===== config.mk =====
export PLATFORM = sky130hd
export DESIGN_NAME = oam_dma
export DESIGN_NICKNAME = d
export VERILOG_FILES = /design/src/rtl/oam_dma_pkg.sv /design/src/rtl/oam_dma_hram.sv /design/src/rtl/oam_dma.sv
export SDC_FILE = /design/constraint.sdc
export NUM_CORES = 1
export LEC_CHECK = 0
export CORE_ASPECT_RATIO = 0.6
export CORE_MARGIN = 3
export CORE_UTILIZATION = 50
export DETAILED_ROUTE_END_ITERATION = 16
export GPL_TIMING_DRIVEN = 0
export HOLD_SLACK_MARGIN = 0.06
export PLACE_DENSITY = 0.69
export SLEW_MARGIN = 10
export SYNTH_ARGS = -nofsm -noshare
export SYNTH_HDL_FRONTEND = slang
export SYNTH_HIERARCHICAL = 1
export SYNTH_SLANG_ARGS = --single-unit

===== constraint.sdc =====
create_clock -name clk -period 7.1 [get_ports clk]
set_clock_uncertainty 0.15 [all_clocks]
set_input_delay 1.42 -clock clk [delete_from_list [all_inputs] [get_ports clk]]
set_output_delay 1.42 -clock clk [all_outputs]
set_load 0.01 [all_outputs]

===== src/rtl/oam_dma_pkg.sv =====
// rtl/oam_dma_pkg.sv - shared types, address map and helpers for the OAM DMA engine
package oam_dma_pkg;

    typedef enum logic [1:0] {
        IDLE   = 2'd0,
        START  = 2'd1,
        ACTIVE = 2'd2
    } dma_state_t;

    localparam logic [15:0] DMA_REG_ADDR = 16'hFF46;
    localparam logic [15:0] HRAM_BASE    = 16'hFF80;
    localparam logic [15:0] HRAM_LAST    = 16'hFFFE;
    localparam int          OAM_LEN      = 160;
    localparam logic [7:0]  OAM_LAST_IDX = 8'(OAM_LEN - 1);

    // Pages E0..FF alias down onto the work-RAM echo region.
    function automatic logic [7:0] src_page(input logic [7:0] dma_reg);
        return (dma_reg < 8'hE0) ? dma_reg : dma_reg - 8'h20;
    endfunction

endpackage


===== src/rtl/oam_dma_hram.sv =====
// rtl/oam_dma_hram.sv - 127-byte high RAM, one synchronous write port, one async read
module hram_m (
    input  logic       clk,
    input  logic       we_i,
    input  logic [6:0] addr_i,
    input  logic [7:0] wdata_i,
    output logic [7:0] rdata_o
);

    // Contents are deliberately left unreset.
    logic [7:0] mem_q [0:126];

    always_ff @(posedge clk) begin
        if (we_i && (addr_i != 7'h7F)) begin
            mem_q[addr_i] <= wdata_i;
        end
    end

    assign rdata_o = (addr_i == 7'h7F) ? 8'hFF : mem_q[addr_i];

endmodule


===== src/rtl/oam_dma.sv =====
// rtl/oam_dma.sv - OAM DMA engine with HRAM and CPU/memory bus arbitration
// Optional: define OAM_DMA_RESTART_EN to let an FF46 write restart a running transfer.
module oam_dma
    import oam_dma_pkg::*;
(
    input  logic        clk,
    input  logic        rst,
    input  logic [15:0] cpu_addr,
    input  logic [7:0]  cpu_d_out,
    input  logic        cpu_write,
    output logic [7:0]  cpu_d_in,
    output logic [15:0] mem_addr,
    output logic [7:0]  mem_d_out,
    output logic        mem_write,
    input  logic [7:0]  mem_d_in,
    output logic [7:0]  oam_addr,
    output logic [7:0]  oam_data,
    output logic        oam_write,
    output logic        busy
);

    dma_state_t state_q, state_d;
    logic [7:0] index_q, index_d;
    logic [7:0] dma_reg_q, dma_reg_d;

    logic       is_dma_reg;
    logic       is_hram;
    logic       dma_wr;
    logic [7:0] hram_rdata;

    assign is_dma_reg = (cpu_addr == DMA_REG_ADDR);
    assign is_hram    = (cpu_addr >= HRAM_BASE) && (cpu_addr <= HRAM_LAST);
    assign dma_wr     = cpu_write && is_dma_reg;

    hram_m u_hram (
        .clk     (clk),
        .we_i    (cpu_write && is_hram),
        .addr_i  (cpu_addr[6:0]),
        .wdata_i (cpu_d_out),
        .rdata_o (hram_rdata)
    );

    always_ff @(posedge clk or posedge rst) begin
        if (rst) begin
            state_q   <= IDLE;
            index_q   <= 8'd0;
            dma_reg_q <= 8'hFF;
        end else begin
            state_q   <= state_d;
            index_q   <= index_d;
            dma_reg_q <= dma_reg_d;
        end
    end

    always_comb begin
        state_d   = state_q;
        index_d   = index_q;
        dma_reg_d = dma_reg_q;
        unique case (state_q)
            IDLE: begin
                if (dma_wr) begin
                    dma_reg_d = cpu_d_out;
                    state_d   = START;
                end
            end
            START: begin
`ifdef OAM_DMA_RESTART_EN
                if (dma_wr) begin
                    dma_reg_d = cpu_d_out;
                    state_d   = START;
                    index_d   = 8'd0;
                end else
`endif
                begin
                    state_d = ACTIVE;
                    index_d = 8'd0;
                end
            end
            ACTIVE: begin
`ifdef OAM_DMA_RESTART_EN
                if (dma_wr) begin
                    dma_reg_d = cpu_d_out;
                    state_d   = START;
                    index_d   = 8'd0;
                end else
`endif
                if (index_q == OAM_LAST_IDX) begin
                    state_d = IDLE;
                    index_d = 8'd0;
                end else begin
                    index_d = index_q + 8'd1;
                end
            end
            default: begin
                state_d = IDLE;
                index_d = 8'd0;
            end
        endcase
    end

    always_comb begin
        mem_addr  = cpu_addr;
        mem_d_out = cpu_d_out;
        mem_write = 1'b0;
        oam_addr  = index_q;
        oam_data  = mem_d_in;
        oam_write = 1'b0;
        busy      = 1'b0;
        cpu_d_in  = mem_d_in;

        if (state_q == ACTIVE) begin
            mem_addr  = {src_page(dma_reg_q), index_q};
            oam_write = 1'b1;
            busy      = 1'b1;
        end else if (!is_hram && !is_dma_reg) begin
            mem_write = cpu_write;
        end

        // The DMA owns the external bus while active, so the CPU sees open bus.
        if (is_hram) begin
            cpu_d_in = hram_rdata;
        end else if (is_dma_reg) begin
            cpu_d_in = dma_reg_q;
        end else if (state_q == ACTIVE) begin
            cpu_d_in = 8'hFF;
        end
    end

endmodule


==> impl_metrics.csv <==
group,metric,value,unit
power_and_ir_drop,clockPowerShare,0.393,
synth,async_flop_share,0.0174,
timing,min_period_over_period,1.02,
timing,worst_slack,-0.163,ns
placed_design,gp_congestion,1.03,
setup_path,crit_path_top_delay_cell,"clkdlybuf4s50_1",
detailed_routing,wire_per_inst,43.5,um
setup_path,cp_max_fo,10,
timing,slew_viol_final,0,
timing,worst_slew_pin_slew,1.50,ns
floorplan,floorplan.initialDensity,0.512,
floorplan,core,80700,um^2
synth,yosys.area.top_type,"edfxtp_1",
cells_and_area,finish.instance_area,47200,um^2
run_status,violations,"max-capacitance violations, negative setup slack",
power_and_ir_drop,p_per_area,268,nW/um^2
floorplan,fp.dieW,377,um
clocking,clk_pin_slew_worst_paths,0.07,ns
clocking,cts.sinks,1034,
cells_and_area,fin_nets,2535,
power_and_ir_drop,finalPower,12600,uW
detailed_routing,ant_nets,0,
synth,ys_types,82,
setup_path,endpoint_kind,"output pin",
setup_path,critPathKind,"in -> out",
cells_and_area,syn2layout_area_growth,14.2,%
cells_and_area,final_cell_mix,"1016 x edfxtp_1, 183 x nor2_1, 131 x a221oi_1",
cells_and_area,regArea,31000,um^2
synth,synth_nets,2349,
timing,min_period,7.26,ns
global_routing,grt_pass1_vias,24600,
floorplan,die_area,86200,um^2
cells_and_area,multi_input_area,9470,um^2
floorplan,die_y,229,um
power_and_ir_drop,p_seq_frac,0.530,
placed_design,post_dp_cell_area,43700,um^2
clocking,cts_hold_buffers,0,
detailed_routing,first_iter_violations,5398,
min_path,holdPathStages,2,
placed_design,hpwl,105,mm
placed_design,post-place-cells,3472,
setup_path,arrival,5.69,ns
setup_path,cpLargestDelayFamily,"buffers and inverters",
timing,tns,-0.691,ns
detailed_routing,routed_wl,158,mm
detailed_routing,drc,0,
clocking,cts_tree,"yes",
synth,synth-seq-cells,1034,
setup_path,cp_num_buf_inv,6,
global_routing,grt_max_degree,115,
synth,ys.flop_type,"edfxtp_1",
cells_and_area,layout-drive-gt1-share,0.210,
clocking,cts_buffers,89,
power_and_ir_drop,internal_power,9680,uW
synth,ys_seq_area_frac,0.750,
setup_path,cpMostUsedCell,"buf_4",
min_path,hold_path.class,"reg -> reg",
cells_and_area,nFillCells,5910,
clocking,clock-root-buffer,"clkbuf_16",
synth,synth_cells,2312,
cells_and_area,layoutNonFillerInstCount,3644,
floorplan,rows,80,
timing,fmaxAchievable,138,MHz
power_and_ir_drop,p_sw_frac,0.234,
placed_design,portBuffers,85,
setup_path,cp.required,5.53,ns
synth,yosysTopAreaCellShare,0.739,
clocking,cts.htree.levels,3,
synth,syn_area_per_cell,17.9,um^2
synth,synth_edf_count,1016,
clocking,clkLatencyLatePin,0.69,ns
power_and_ir_drop,peakVddDrop,0.228,mV
setup_path,start_kind,"input pin",
power_and_ir_drop,power.switching,2960,uW
timing,hold_violations,0,
floorplan,io_pins,86,
cells_and_area,final_util,0.585,
flow_run,drv_cap,2,
cells_and_area,final_common_cell,"edfxtp_1",
detailed_routing,vias_per_cell,7.36,
timing,finalSetupViolCount,8,
timing,relSlewSlack,0.00136,
global_routing,gr-total-overflow,0,
global_routing,grt_pass1_wl,211,mm
power_and_ir_drop,p_comb_frac,0.078,
setup_path,reg2regPathDepth,6,
power_and_ir_drop,leakage,0.0150,uW
run_status,status,"complete, but fails checks",
global_routing,antenna_found_initial,10,
clocking,clock_path_buffers,3,
synth,ys_warn_count,6,
setup_path,cpPeakStageDelay,0.49,ns
setup_path,cp.depth,13,
setup_path,path_cells,"clkdlybuf4s15_1 > buf_4 > buf_4 > buf_6 > buf_4 > mux2i_1 > o21ai_0 > a21oi_1 > a21oi_1 > a31oi_2 > nand4_1 > mux2_2 > clkdlybuf4s50_1",
synth,syn_area,41300,um^2
synth,netlist_top_cells_area,"edfxtp_1 74%, mux4_2 6.2%, a221oi_1 2.8%",
timing,rsz0062_at_grt,"no",
global_routing,grt_usage,0.365,
detailed_routing,firstDrtPassIters,8,
detailed_routing,num_vias,26800,
state kept, by name (all words and copies together) (netlist names):
| signal | cells |
|---|---|
| dma_reg_q | 8 |
| oam_addr | 8 |
| state_q | 2 |
| u_hram/mem_q | 1016 |
cell usage after synthesis, drive strengths merged, types with 33 or more instances:
cell,number
a21oi,34
a221oi,137
a22oi,33
buf,119
clkbuf,49
edfxtp,1016
mux2,70
mux2i,94
mux4,114
nand2,106
nor2,190
o21ai,49
worst paths after layout:
kind                          endpoint   startpoint  slack, ns
max                        cpu_d_in[5]  cpu_addr[2]      -0.16
min                        oam_addr[4]   state_q[0]       0.41
max reg2reg                oam_addr[5]   state_q[0]       5.18
min reg2reg                oam_addr[4]   state_q[0]       0.41
max in group asynchronous   state_q[0]          rst       5.15
min in group asynchronous  oam_addr[1]          rst       1.09
cells by family (layout without fill, tap and decap cells):
| group | Yosys count | after routing | share of synthesized area |
|---|---|---|---|
| AO/OA/AOI/OAI | 397 | 397 | 0.0742 |
| XOR/XNOR | 3 | 3 | 0.000636 |
| adder cells (fa/ha/maj) | 2 | 2 | 0.000606 |
| buffers and inverters | 186 | 446 | 0.0257 |
| flip-flops | 1034 | 1034 | 0.750 |
| multiplexers | 278 | 278 | 0.104 |
| other | 0 | 6 | 0 |
| AND/OR/NAND/NOR | 412 | 412 | 0.0452 |
layer usage:
| metal | GRT usage | routed length [um] |
|---|---|---|
| met5 | 0.0183 | 448 |
| met2 | 0.455 | 60100 |
| met4 | 0.143 | 7590 |
| met3 | 0.210 | 31900 |
| met1 | 0.519 | 58400 |
power by group through the flow:
stage          registers, uW  clock network (uW)  logic [uW]
4_1_cts                 6700                4980         911
2_1_floorplan           6830                   0         367
6_report                6700                4960         981
3_3_place_gp            6860                   0         856
3_5_place_dp            6830                   0         881
5_1_grt                 6690                5220         966
timing repair:
action,in CTS,in global routing
setup buffers,0,2
gates resized for setup,147,32
endpoints found under the hold margin,0,0
setup endpoints to repair,8,8
pin swaps,5,5
worst min-delay path, cell delays in order, from the launching register on:
cell and delay [ns]:
dfrtp_1 0.32, buf_4 0.15, nor2_1 0.05
metrics by stage:
step                worst slack (ns)  hold WS (ns)
floorplan                       2.17         0.369
global placement               -1.58         0.397
detailed placement             -1.16         0.407
CTS                        -0.000157         0.406
global route                 0.00288         0.421
finish                        -0.163         0.411
final cells by class:
type                       instances  share of cell area
timing repair buffer              96              0.0230
clock inverter                    46             0.00913
sequential                      1034               0.657
buffer                           167              0.0278
multi-input combinational       1092               0.201
clock buffer                     119              0.0527
inverter                          18             0.00143
tap                             1066              0.0283
antenna                            6            0.000318
(Power assumes the default switching activity.)
